==> src/rtl/id_ex_skid_latch.sv <==
// ID->EX pipeline latch: valid/ready handshake with a 2-entry skid buffer and synchronous flush.
// Optional stall counter output enabled by defining ID_EX_STALL_CNT_EN.
module id_ex_skid_latch #(
    parameter int DATA_W = 32,
    parameter int REG_W  = 5,
    parameter int OP_W   = 2
) (
    input  logic              clk,
    input  logic              rst,
    input  logic              flush,
`ifdef ID_EX_STALL_CNT_EN
    output logic [31:0]       stall_cnt,
`endif
    input  logic              in_valid,
    output logic              in_ready,
    input  logic [DATA_W-1:0] in_rdata1,
    input  logic [DATA_W-1:0] in_rdata2,
    input  logic [DATA_W-1:0] in_imm,
    input  logic [REG_W-1:0]  in_rd,
    input  logic              in_alusrc,
    input  logic [OP_W-1:0]   in_aluop,
    output logic              out_valid,
    input  logic              out_ready,
    output logic [DATA_W-1:0] out_rdata1,
    output logic [DATA_W-1:0] out_rdata2,
    output logic [DATA_W-1:0] out_imm,
    output logic [REG_W-1:0]  out_rd,
    output logic              out_alusrc,
    output logic [OP_W-1:0]   out_aluop
);

    typedef struct packed {
        logic [DATA_W-1:0] rdata1;
        logic [DATA_W-1:0] rdata2;
        logic [DATA_W-1:0] imm;
        logic [REG_W-1:0]  rd;
        logic              alusrc;
        logic [OP_W-1:0]   aluop;
    } beat_t;

    typedef enum logic [1:0] {
        EMPTY = 2'd0,
        ONE   = 2'd1,
        FULL  = 2'd2
    } state_t;

    state_t state_q;
    beat_t  out_q;
    beat_t  skid_q;
    logic   out_valid_q;
    logic   skid_valid_q;
    beat_t  in_beat;
    logic   in_fire;
    logic   out_fire;

    assign in_beat = '{rdata1: in_rdata1, rdata2: in_rdata2, imm: in_imm,
                       rd: in_rd, alusrc: in_alusrc, aluop: in_aluop};

    // Ready comes straight from the skid flop, so EX back-pressure never reaches ID combinationally.
    assign in_ready = ~skid_valid_q;
    assign in_fire  = in_valid & in_ready;
    assign out_fire = out_valid_q & out_ready;

    // NOTE: all state in this block uses non-blocking assignments so every branch sees pre-edge values.
    always_ff @(posedge clk) begin
        if (rst) begin
            state_q      <= EMPTY;
            out_valid_q  <= 1'b0;
            skid_valid_q <= 1'b0;
            out_q        <= '0;
            skid_q       <= '0;
        end else if (flush) begin
            // Only the valid bits are dropped; data registers keep their stale contents.
            state_q      <= EMPTY;
            out_valid_q  <= 1'b0;
            skid_valid_q <= 1'b0;
        end else begin
            case (state_q)
                EMPTY: begin
                    if (in_fire) begin
                        out_q       <= in_beat;
                        out_valid_q <= 1'b1;
                        state_q     <= ONE;
                    end
                end
                ONE: begin
                    if (in_fire && out_fire) begin
                        out_q <= in_beat;
                    end else if (in_fire) begin
                        skid_q       <= in_beat;
                        skid_valid_q <= 1'b1;
                        state_q      <= FULL;
                    end else if (out_fire) begin
                        out_valid_q <= 1'b0;
                        state_q     <= EMPTY;
                    end
                end
                FULL: begin
                    if (out_fire) begin
                        out_q        <= skid_q;
                        skid_valid_q <= 1'b0;
                        state_q      <= ONE;
                    end
                end
                default: begin
                    state_q      <= EMPTY;
                    out_valid_q  <= 1'b0;
                    skid_valid_q <= 1'b0;
                end
            endcase
        end
    end

    assign out_valid  = out_valid_q;
    assign out_rdata1 = out_q.rdata1;
    assign out_rdata2 = out_q.rdata2;
    assign out_imm    = out_q.imm;
    assign out_rd     = out_q.rd;
    assign out_alusrc = out_q.alusrc;
    assign out_aluop  = out_q.aluop;

`ifdef ID_EX_STALL_CNT_EN
    logic [31:0] stall_cnt_q;

    // Saturating count of cycles EX holds off a valid beat; flush deliberately leaves it alone.
    always_ff @(posedge clk) begin
        if (rst) begin
            stall_cnt_q <= '0;
        end else if (out_valid_q && !out_ready && (stall_cnt_q != 32'hFFFF_FFFF)) begin
            stall_cnt_q <= stall_cnt_q + 32'd1;
        end
    end

    assign stall_cnt = stall_cnt_q;
`endif

endmodule

==> config.mk <==
export PLATFORM = sky130hd
export DESIGN_NAME = id_ex_skid_latch
export DESIGN_NICKNAME = d
export VERILOG_FILES = /design/src/rtl/id_ex_skid_latch.sv
export SDC_FILE = /design/constraint.sdc
export NUM_CORES = 1
export LEC_CHECK = 0
export ABC_AREA = 1
export CAP_MARGIN = 20
export CORE_MARGIN = 5
export CORE_UTILIZATION = 53
export DETAILED_ROUTE_END_ITERATION = 10
export DONT_BUFFER_PORTS = 1
export GPL_ROUTABILITY_DRIVEN = 1
export PLACE_DENSITY = 0.78
export SKIP_LAST_GASP = 1
export SLEW_MARGIN = 10
export SYNTH_ARGS = -nofsm -noshare
export SYNTH_HDL_FRONTEND = slang
export SYNTH_SLANG_ARGS = --single-unit
==> constraint.sdc <==
create_clock -name clk -period 1.4 [get_ports clk]
set_clock_uncertainty 0.05 [all_clocks]
set_input_delay 0.35 -clock clk [delete_from_list [all_inputs] [get_ports clk]]
set_output_delay 0.35 -clock clk [all_outputs]
set_load 0.01 [all_outputs]
==> reports/metrics.cfg, run 1 <==
[logic_synthesis]
ys_ff_latch=212
synth_edf_count=0
yosysTopAreaCellShare_pct=44.06
async_flop_share_pct=0
ys_warn_count=0
synthFlopType=dfxtp_1
yosysSeqAreaShare_pct=44.06
avgSynthCellArea_sq_um=6.367
yosys.area.top_type=dfxtp_1
synth_area_leaders=dfxtp_1, nand2_1, nand3_1
syn_nets=1622
synth.most_common_cell=nand2_1
synth_common_cells=nand2_1, nor2_1, dfxtp_1
syn_area_sq_mm=0.009633
synth_cells=1513
ys_types=15

[clocking]
cts_max_level=1
numCtsBuffers=23
cts_tree=yes
clk-insertion-delay-late_ps=500
cts_root_buf=clkbuf_16
clkTransAtPathRegs_ps=60
cts.sinks=212
clock_path_buffers=3
hold_buffers=1

[critical_path]
cp_slowest_stage_delay_ps=320
crit_chain=inv_2 -> nand2_4 -> o21ai_4 -> inv_2 -> nor2_4 -> clkbuf_16 -> clkbuf_16 -> nor2_1 -> nor2_1
critPathRequiredTime_ps=1770
r2r_end=out_rdata2[25]
r2r_slack_ps=-170
r2r_cells=9
crit_path_end_kind=flip-flop
slowest_stage=dfxtp_2
critPathLaunchType=flip-flop
critPathMaxFanout=10
timing.setup.critical_path_class=flip-flop to flip-flop
arrival_ps=1940
timing.rr.start=skid_valid_q

[timing]
min_period_over_period_pct=112.0
final_max_slew_viol_count=0
min_period_ps=1568
rsz0062_at_grt=yes
setup_slack_ps=-167.9
relSlewSlack_pct=82.03
setup_viol=209
hold_viol_final=104
max_freq_mhz=637.8
worst_pin_slew_ps=269.2
hold_ws_ps=-126.0

[grt]
first_global_vias=8903
grt_overflow=0
track_usage_pct=26.49
antenna_found_initial=0
grt_pass1_wl_um=45370
grt_max_degree=107

[final_layout]
layout-drive-gt1-share_pct=12.85
stdcell_area_sq_mm=0.01229
area_delta_synth_final_pct=27.55
diodes=0
post-route-util_pct=68.63
nets=1642

[die]
io_pins=215
die_y_um=144.8
die_w_um=144.8
core_sq_mm=0.01790
start_util_pct=53.81
die-area_sq_mm=0.02097
rows=49

[power_and_ir_drop]
leakage_nw=5.612
ir_drop_uv=1404
p_per_area_mw_per_mm2=1204

[placement]
dpl_cell_area_sq_mm=0.01037
pre_cts_ws_ps=-207.2
portBuffers=0
routabilityCongestion=0.8071
place_hpwl_um=17340

[detailed_routing]
drc_errors=0
routedWlPerCell_um=17.66
wirelength_um=31400
viasPerCell=5.486
ant_nets=0
first_pass_iters=5
vias=9754
drt_first_iter_violations=876

[status]
violations=negative hold slack, negative setup slack
status=complete, but fails checks

[run]
maxCapViolations=0

[min_path]
holdPathStages=1
worst_hold_path_type=input pin to flip-flop
hold_path_end=skid_q[29]
min_from=rst

==> metal layers <==
layer / vias up / part of all wire [%] / global-route usage [%]
li1: 4739 / - / -
met1: 4430 / 39 / 33.00
met2: 493 / 46 / 43.83
met3: 92 / 12 / 7.756
met4: 0 / 3.4 / 9.229
met5: - / 0 / 0
==> flip-flops by register name (all words and copies together), names as in the netlist <==
signal and cells:
skid_valid_q 1, out_valid 1, out_rd 5, out_rdata2 32, out_imm 32, out_alusrc 1
out_aluop 2, out_rdata1 32, skid_q 104, state_q 2
==> per-stage QoR <==
stage          power [mW]  TNS, ps  cells  hold WS (ps)
2_1_floorplan       7.828    -1283   1513         389.7
3_3_place_gp        8.228   -20730   1699         387.2
3_5_place_dp        8.272   -28990   1699         388.0
4_1_cts             14.59   -12130   1762        -134.7
5_1_grt             15.34   -35410   1778        -144.8
6_report            14.79   -18830   1778        -126.0
==> critical path: cells and delay by family (launching register included) <==
family | cells | cell delay [ps]
AO/OA/AOI/OAI | 1 | 190
buffers and inverters | 4 | 520
flip-flops | 1 | 320
AND/OR/NAND/NOR | 4 | 410
==> cells in the final DEF, fill, tap and decap left out, types with 11 or more instances in the layout <==
| master | n |
|---|---|
| nand2_1 | 524 |
| nor2_1 | 194 |
| buf_12 | 32 |
| dfxtp_1 | 208 |
| buf_16 | 13 |
| nand3_2 | 13 |
| inv_1 | 107 |
| buf_4 | 32 |
| clkbuf_16 | 38 |
| nand3_1 | 196 |
| a21oi_1 | 108 |
| nor2_2 | 12 |
| nor2_4 | 11 |
==> where the power goes <==
| part | leakage (nW) | internal, mW | switching, mW |
|---|---|---|---|
| clock | 0.377 | 3.70 | 2.44 |
| sequential | 1.73 | 6.34 | 0.366 |
| combinational | 3.50 | 0.889 | 1.06 |
==> final cells by class <==
type                            instances  area, sq um
Clock buffer                           39        725.7
Clock inverter                          2        41.29
Fill cell                            1429         5615
Inverter                              113        432.9
Multi-Input combinational cell       1077         4761
Sequential cell                       212         4254
Tap cell                              229        286.5
Timing Repair Buffer                  106         1785
==> how the worst max path moves through the flow <==
| stage | slack (ps) | depth (start not counted) | endpoint | start |
|---|---|---|---|---|
| 3_5_place_dp | -210 | 9 | out_rd[0] | state_q[1] |
| 4_1_cts | -110 | 3 | in_ready | skid_valid_q |
| 2_1_floorplan | -30 | 8 | out_aluop[1] | out_valid |
| 3_3_place_gp | -130 | 9 | out_rdata1[20] | state_q[1] |
| 6_report | -170 | 9 | out_rdata2[25] | skid_valid_q |
| 5_1_grt | -230 | 9 | out_rdata2[7] | skid_valid_q |
==> cell families (layout without fill, tap and decap cells) <==
kind of cell	count (synthesis)	after routing	synth area share [%]
buf+inv	225	260	9.663
simple gates	961	962	40.27
flops	212	212	44.06
compound gates	115	115	6.014
==> timing repair <==
item                       4_1_cts  5_1_grt
gates resized for setup         61       45
cloned                          10       17
buffers inserted                12        0
hold endpoints to repair       108      104
pin swaps                        8       24
setup endpoints to repair      209      210
No activity file was read; power rests on OpenSTA's default activity.
==> inputs of run 2 (changes only) <==
--- a/config.mk
+++ b/config.mk
@@ -6,7 +6,6 @@
 export NUM_CORES = 1
 export LEC_CHECK = 0
 export ABC_AREA = 1
-export CAP_MARGIN = 20
 export CORE_MARGIN = 5
 export CORE_UTILIZATION = 53
 export DETAILED_ROUTE_END_ITERATION = 10
@@ -18,3 +17,4 @@
 export SYNTH_ARGS = -nofsm -noshare
 export SYNTH_HDL_FRONTEND = slang
 export SYNTH_SLANG_ARGS = --single-unit
+export TNS_END_PERCENT = 50
==> reports/metrics.cfg, run 2 (same netlist as run 1, synthesis figures left out) <==
[detailed_routing]
wirelength_um=31690  ; was 31400 um
ant_nets=0  ; unchanged
first_pass_iters=7  ; was 5
drt_first_iter_violations=775  ; was 876
drc_errors=0  ; unchanged
viasPerCell=5.508  ; was 5.486
routedWlPerCell_um=17.79  ; was 17.66 um
vias=9810  ; was 9754

[placement]
place_hpwl_um=17340  ; unchanged
dpl_cell_area_sq_mm=0.01037  ; unchanged
portBuffers=0  ; unchanged
routabilityCongestion=0.8071  ; unchanged
pre_cts_ws_ps=-207.2  ; unchanged

[power_and_ir_drop]
clkPwrFrac_pct=41.7  ; was 41.5%
intPower_mw=10.89  ; was 10.92 mW
combinationalPowerShare_pct=12.8  ; was 13.2%
leakage_nw=5.630  ; was 5.612 nW
switching_power_mw=3.824  ; was 3.865 mW
ir_drop_uv=1400  ; was 1404 uV
swShare_pct=25.99  ; was 26.13%
pwr-share-seq_pct=45.5  ; was 45.3%
p_per_area_mw_per_mm2=1199  ; was 1204 mW/mm^2

[critical_path]
cp_top_family=simple AND/OR/NAND/NOR gates  ; was buffers and inverters
worst-path-buf-inv=2  ; was 4
critPathLaunchType=flip-flop  ; unchanged
timing.setup.critical_path_class=flip-flop to flip-flop  ; unchanged
timing.critical_path.mode_cell=buf_12
cp_slowest_stage_delay_ps=390  ; was 320 ps
arrival_ps=1890  ; was 1940 ps
crit_path_end_kind=flip-flop  ; unchanged
crit_chain=a21oi_4 -> nand2_2 -> nor2_4 -> buf_12 -> buf_12 -> nand3_1 -> nand2_1 -> nor2_1  ; was inv_2 -> nand2_4 -> o21ai_4 -> inv_2 -> nor2_4 -> clkbuf_16 -> clkbuf_16 -> nor2_1 -> nor2_1
critPathMaxFanout=12  ; was 10
critPathRequiredTime_ps=1740  ; was 1770 ps
slowest_stage=dfxtp_4  ; was dfxtp_2

[min_path]
worst_hold_path_type=input pin to flip-flop  ; unchanged

[timing]
hold_ws_ps=-127.7  ; was -126.0 ps
hold_viol_final=104  ; unchanged
setup_slack_ps=-157.2  ; was -167.9 ps
rsz0062_at_grt=yes  ; unchanged
min_period_over_period_pct=111.2  ; was 112.0%
final_max_slew_viol_count=0  ; unchanged
worst_pin_slew_ps=247.7  ; was 269.2 ps
setup_viol=209  ; unchanged
max_freq_mhz=642.2  ; was 637.8 MHz
relSlewSlack_pct=83.42  ; was 82.03%
min_period_ps=1557  ; was 1568 ps

[final_layout]
layout_commonest_cell=nand2_1  ; unchanged
layout-drive-gt1-share_pct=12.31  ; was 12.85%
most-common-layout-cells=nand2_1, dfxtp_1, nor2_1, nand3_1, a21oi_1  ; was nand2_1, dfxtp_1, nand3_1, nor2_1, a21oi_1
nets=1645  ; was 1642
stdcell_area_sq_mm=0.01227  ; was 0.01229 sq mm
largest_register_ffs=104  ; unchanged
multi_input_area_sq_mm=0.004708  ; was 0.004761 sq mm
seq_area_sq_mm=0.004254  ; unchanged
diodes=0  ; unchanged
nFillCells=1436  ; was 1429
area_delta_synth_final_pct=27.34  ; was 27.55%
regMostFlops=skid_q  ; unchanged

[run]
maxCapViolations=0  ; unchanged

[clocking]
cts_root_buf=clkbuf_16  ; unchanged
hold_buffers=1  ; unchanged
clock_path_buffers=3  ; unchanged
cts_tree=yes  ; unchanged
numCtsBuffers=23  ; unchanged
clkTransAtPathRegs_ps=60  ; about the same
cts.sinks=212  ; unchanged
clk-insertion-delay-late_ps=500  ; about the same
cts_max_level=1  ; unchanged

[grt]
first_global_vias=8922  ; was 8903
grt_overflow=0  ; unchanged
grt_pass1_wl_um=45310  ; was 45370 um
antenna_found_initial=0  ; unchanged
grt_max_degree=107  ; unchanged
track_usage_pct=26.46  ; was 26.49%

[die]
die_w_um=144.8  ; unchanged
rows=49  ; unchanged
core_sq_mm=0.01790  ; unchanged
io_pins=215  ; unchanged
start_util_pct=53.81  ; unchanged
die_y_um=144.8  ; unchanged
die-area_sq_mm=0.02097  ; unchanged

[status]
violations=negative hold slack, negative setup slack  ; unchanged
status=complete, but fails checks  ; unchanged

-- run 2: final cells by class --
type                            count  area share, %
Tap cell                          229          2.336
Clock inverter                      2         0.3366
Timing Repair Buffer              108          14.82
Clock buffer                       39          5.916
Inverter                          113          3.529
Multi-Input combinational cell   1078          38.38
Sequential cell                   212          34.68
-- run 2: final timing paths --
path | start | end | slack, ps | cells past startpoint
max | state_q[0] | out_imm[12] | -160 | 8
min | rst | skid_q[29] | -130 | 1
max reg2reg | state_q[0] | out_imm[12] | -160 | 8
min reg2reg | skid_q[22] | skid_q[22] | 400 | 2
-- run 2: stage by stage --
stage / setup TNS, ps / power (mW) / cells / hold WS, ps / utilization (%)
global placement: -20730 / 8.228 / 1699 / 387.2 / 57.90
CTS: -13020 / 14.57 / 1761 / -134.7 / 65.19
floorplan: -1283 / 7.828 / 1513 / 389.7 / -
detailed placement: -28990 / 8.272 / 1699 / 388.0 / 57.90
finish: -20650 / 14.71 / 1781 / -127.7 / 68.52
global route: -36370 / 15.30 / 1781 / -144.4 / 68.52
-- run 2: timing repair --
item                                    4_1_cts  5_1_grt
hold endpoints to repair                    108      104
endpoints found under the setup margin      209      210
gates cloned                                  9       21
pin swaps                                     8       17
buffers inserted                             12        0
gates resized for setup                      56       34
-- run 2: worst reg2reg max path: cells and delay by family (launching register included) --
kind | cells | cell delay (ps)
flip-flops | 1 | 390
AO/OA/AOI/OAI | 1 | 190
AND/OR/NAND/NOR | 5 | 460
buffers and inverters | 2 | 350
-- run 2: layer usage --
layer	share of wire [%]	track usage [%]	routed length, um	vias up
li1	-	-	-	4760
met1	39	32.79	12270	4424
met2	46	43.62	14540	520
met3	12	8.018	3684	106
met4	3.8	9.573	1189	0
met5	0	0	0	-
-- run 2: power groups by stage --
| stage | clock, mW | combinational [mW] | sequential (mW) |
|---|---|---|---|
| after floorplan | 0 | 1.09 | 6.73 |
| after detailed placement | 0 | 1.45 | 6.82 |
| after global placement | 0 | 1.42 | 6.81 |
| after CTS | 6.20 | 1.68 | 6.69 |
| final | 6.13 | 1.89 | 6.69 |
| after global routing | 6.49 | 2.09 | 6.73 |
==> inputs of run 3 (changes only) <==
--- a/config.mk
+++ b/config.mk
@@ -6,6 +6,7 @@
 export NUM_CORES = 1
 export LEC_CHECK = 0
 export ABC_AREA = 1
+export CAP_MARGIN = 20
 export CORE_MARGIN = 5
 export CORE_UTILIZATION = 53
 export DETAILED_ROUTE_END_ITERATION = 10
==> constraint.sdc (replaced) <==
create_clock -name clk -period 1.3 [get_ports clk]
set_clock_uncertainty 0.05 [all_clocks]
set_input_delay 0.325 -clock clk [delete_from_list [all_inputs] [get_ports clk]]
set_output_delay 0.325 -clock clk [all_outputs]
set_load 0.01 [all_outputs]
==> reports/metrics.cfg, run 3 (same netlist as run 1, synthesis figures left out) <==
[status]
status=complete, but fails checks  ; unchanged
violations=negative hold slack, negative setup slack  ; unchanged

[final_layout]
diodes=0  ; unchanged
largest_register_ffs=104  ; unchanged
area_delta_synth_final_pct=27.65  ; was 27.34%
stdcell_area_sq_mm=0.01230  ; was 0.01227 sq mm
most-common-layout-cells=nand2_1, dfxtp_1, nand3_1, nor2_1, inv_1  ; was nand2_1, dfxtp_1, nor2_1, nand3_1, a21oi_1
layout-drive-gt1-share_pct=15.54  ; was 12.31%
post-route-util_pct=68.69  ; was 68.52%
nets=1639  ; was 1645
regMostFlops=skid_q  ; unchanged
layout_commonest_cell=nand2_1  ; unchanged

[timing]
min_period_over_period_pct=121.1  ; was 111.2%
max_freq_mhz=635.4  ; was 642.2 MHz
min_period_ps=1574  ; was 1557 ps
relSlewSlack_pct=74.63  ; was 83.42%
hold_ws_ps=-166.9  ; was -127.7 ps
hold_viol_final=105  ; was 104
rsz0062_at_grt=yes  ; unchanged
setup_slack_ps=-273.9  ; was -157.2 ps
fin_setup_tns_ps=-43940  ; was -20650 ps
worst_pin_slew_ps=380.5  ; was 247.7 ps
final_max_slew_viol_count=0  ; unchanged
setup_viol=234  ; was 209

[critical_path]
critPathLaunchType=flip-flop  ; unchanged
worst-path-buf-inv=3  ; was 2
critPathRequiredTime_ps=1640  ; was 1740 ps
crit_path_end_kind=flip-flop  ; unchanged
timing.setup.critical_path_class=flip-flop to flip-flop  ; unchanged
slowest_stage=dfxtp_2  ; was dfxtp_4
cp_top_family=simple AND/OR/NAND/NOR gates  ; unchanged
cp_slowest_stage_delay_ps=330  ; was 390 ps
arrival_ps=1910  ; was 1890 ps
crit_chain=inv_2 -> nand2_4 -> nor3_4 -> buf_6 -> nand2_8 -> clkbuf_16 -> nand2_1 -> a21oi_1  ; was a21oi_4 -> nand2_2 -> nor2_4 -> buf_12 -> buf_12 -> nand3_1 -> nand2_1 -> nor2_1
critPathMaxFanout=19  ; was 12

[detailed_routing]
vias=9875  ; was 9810
ant_nets=0  ; unchanged
first_pass_iters=6  ; was 7
routedWlPerCell_um=18.32  ; was 17.79 um
drt_first_iter_violations=765  ; was 775
drc_errors=0  ; unchanged
viasPerCell=5.570  ; was 5.508
wirelength_um=32480  ; was 31690 um

[clocking]
clkTransAtPathRegs_ps=60  ; about the same
cts.sinks=212  ; unchanged
cts_tree=yes  ; unchanged
numCtsBuffers=23  ; unchanged
cts_max_level=1  ; unchanged
hold_buffers=1  ; unchanged
clock_path_buffers=3  ; unchanged
clk-insertion-delay-late_ps=500  ; about the same
cts_root_buf=clkbuf_16  ; unchanged

[power_and_ir_drop]
leakage_nw=5.586  ; was 5.630 nW
p_per_area_mw_per_mm2=1252  ; was 1199 mW/mm^2
ir_drop_uv=1131  ; was 1400 uV

[grt]
track_usage_pct=25.50  ; was 26.46%
first_global_vias=8663  ; was 8922
antenna_found_initial=0  ; unchanged
grt_overflow=0  ; unchanged
grt_max_degree=107  ; unchanged
grt_pass1_wl_um=43900  ; was 45310 um

[die]
rows=49  ; unchanged
die_w_um=144.8  ; unchanged
start_util_pct=53.81  ; unchanged
io_pins=215  ; unchanged
die_y_um=144.8  ; unchanged
die-area_sq_mm=0.02097  ; unchanged
core_sq_mm=0.01790  ; unchanged

[placement]
dpl_cell_area_sq_mm=0.01019  ; was 0.01037 sq mm
portBuffers=0  ; unchanged
place_hpwl_um=16490  ; was 17340 um
routabilityCongestion=0.8036  ; was 0.8071

[min_path]
worst_hold_path_type=input pin to flip-flop  ; unchanged

[run]
maxCapViolations=0  ; unchanged

-- run 3: power breakdown --
part	internal (mW)	switching, mW	leakage, nW
registers	6.83	0.426	1.73
clock network	3.43	2.57	0.338
logic	0.969	1.17	3.52
total	11.2	4.16	5.59
-- run 3: routing by layer --
metal  part of all wire [%]  global-route usage (%)  up-vias  wire length, um
met5                      0                       0        -                0
met4                    3.6                   7.511        0             1155
met3                     12                   9.234       93             3965
met2                     48                   41.72      507            15630
met1                     36                   31.64     4535            11730
li1                       -                       -     4740                -
-- run 3: stage by stage --
step | power [mW] | std cells | setup slack (ps)
6_report | 15.39 | 1773 | -273.9
5_1_grt | 16.00 | 1773 | -366.9
4_1_cts | 15.04 | 1744 | -220.1
3_5_place_dp | 8.827 | 1683 | -229.8
3_3_place_gp | 8.784 | 1683 | -194.3
2_1_floorplan | 8.456 | 1513 | -79.48
-- run 3: cell type report --
type	instances	area, sq um
Timing Repair Buffer	103	1702
Clock buffer	33	643.1
Clock inverter	6	37.54
Fill cell	1455	5605
Multi-Input combinational cell	1077	4943
Tap cell	229	286.5
Sequential cell	212	4254
Inverter	113	430.4
-- run 3: worst paths after layout --
path | startpoint | depth (start not counted) | end | slack [ps]
setup / recovery | skid_valid_q | 8 | skid_q[28] | -270
hold / removal | rst | 1 | skid_q[10] | -170
setup reg to reg | skid_valid_q | 8 | skid_q[28] | -270
hold reg to reg | skid_q[22] | 2 | skid_q[22] | 400
-- run 3: timing repair --
action | CTS | global route
hold endpoints to repair | 108 | 108
resized for setup | 49 | 103
buffers inserted | 15 | 4
pin swaps | 6 | 16
endpoints found under the setup margin | 226 | 255
gates cloned | 7 | 28
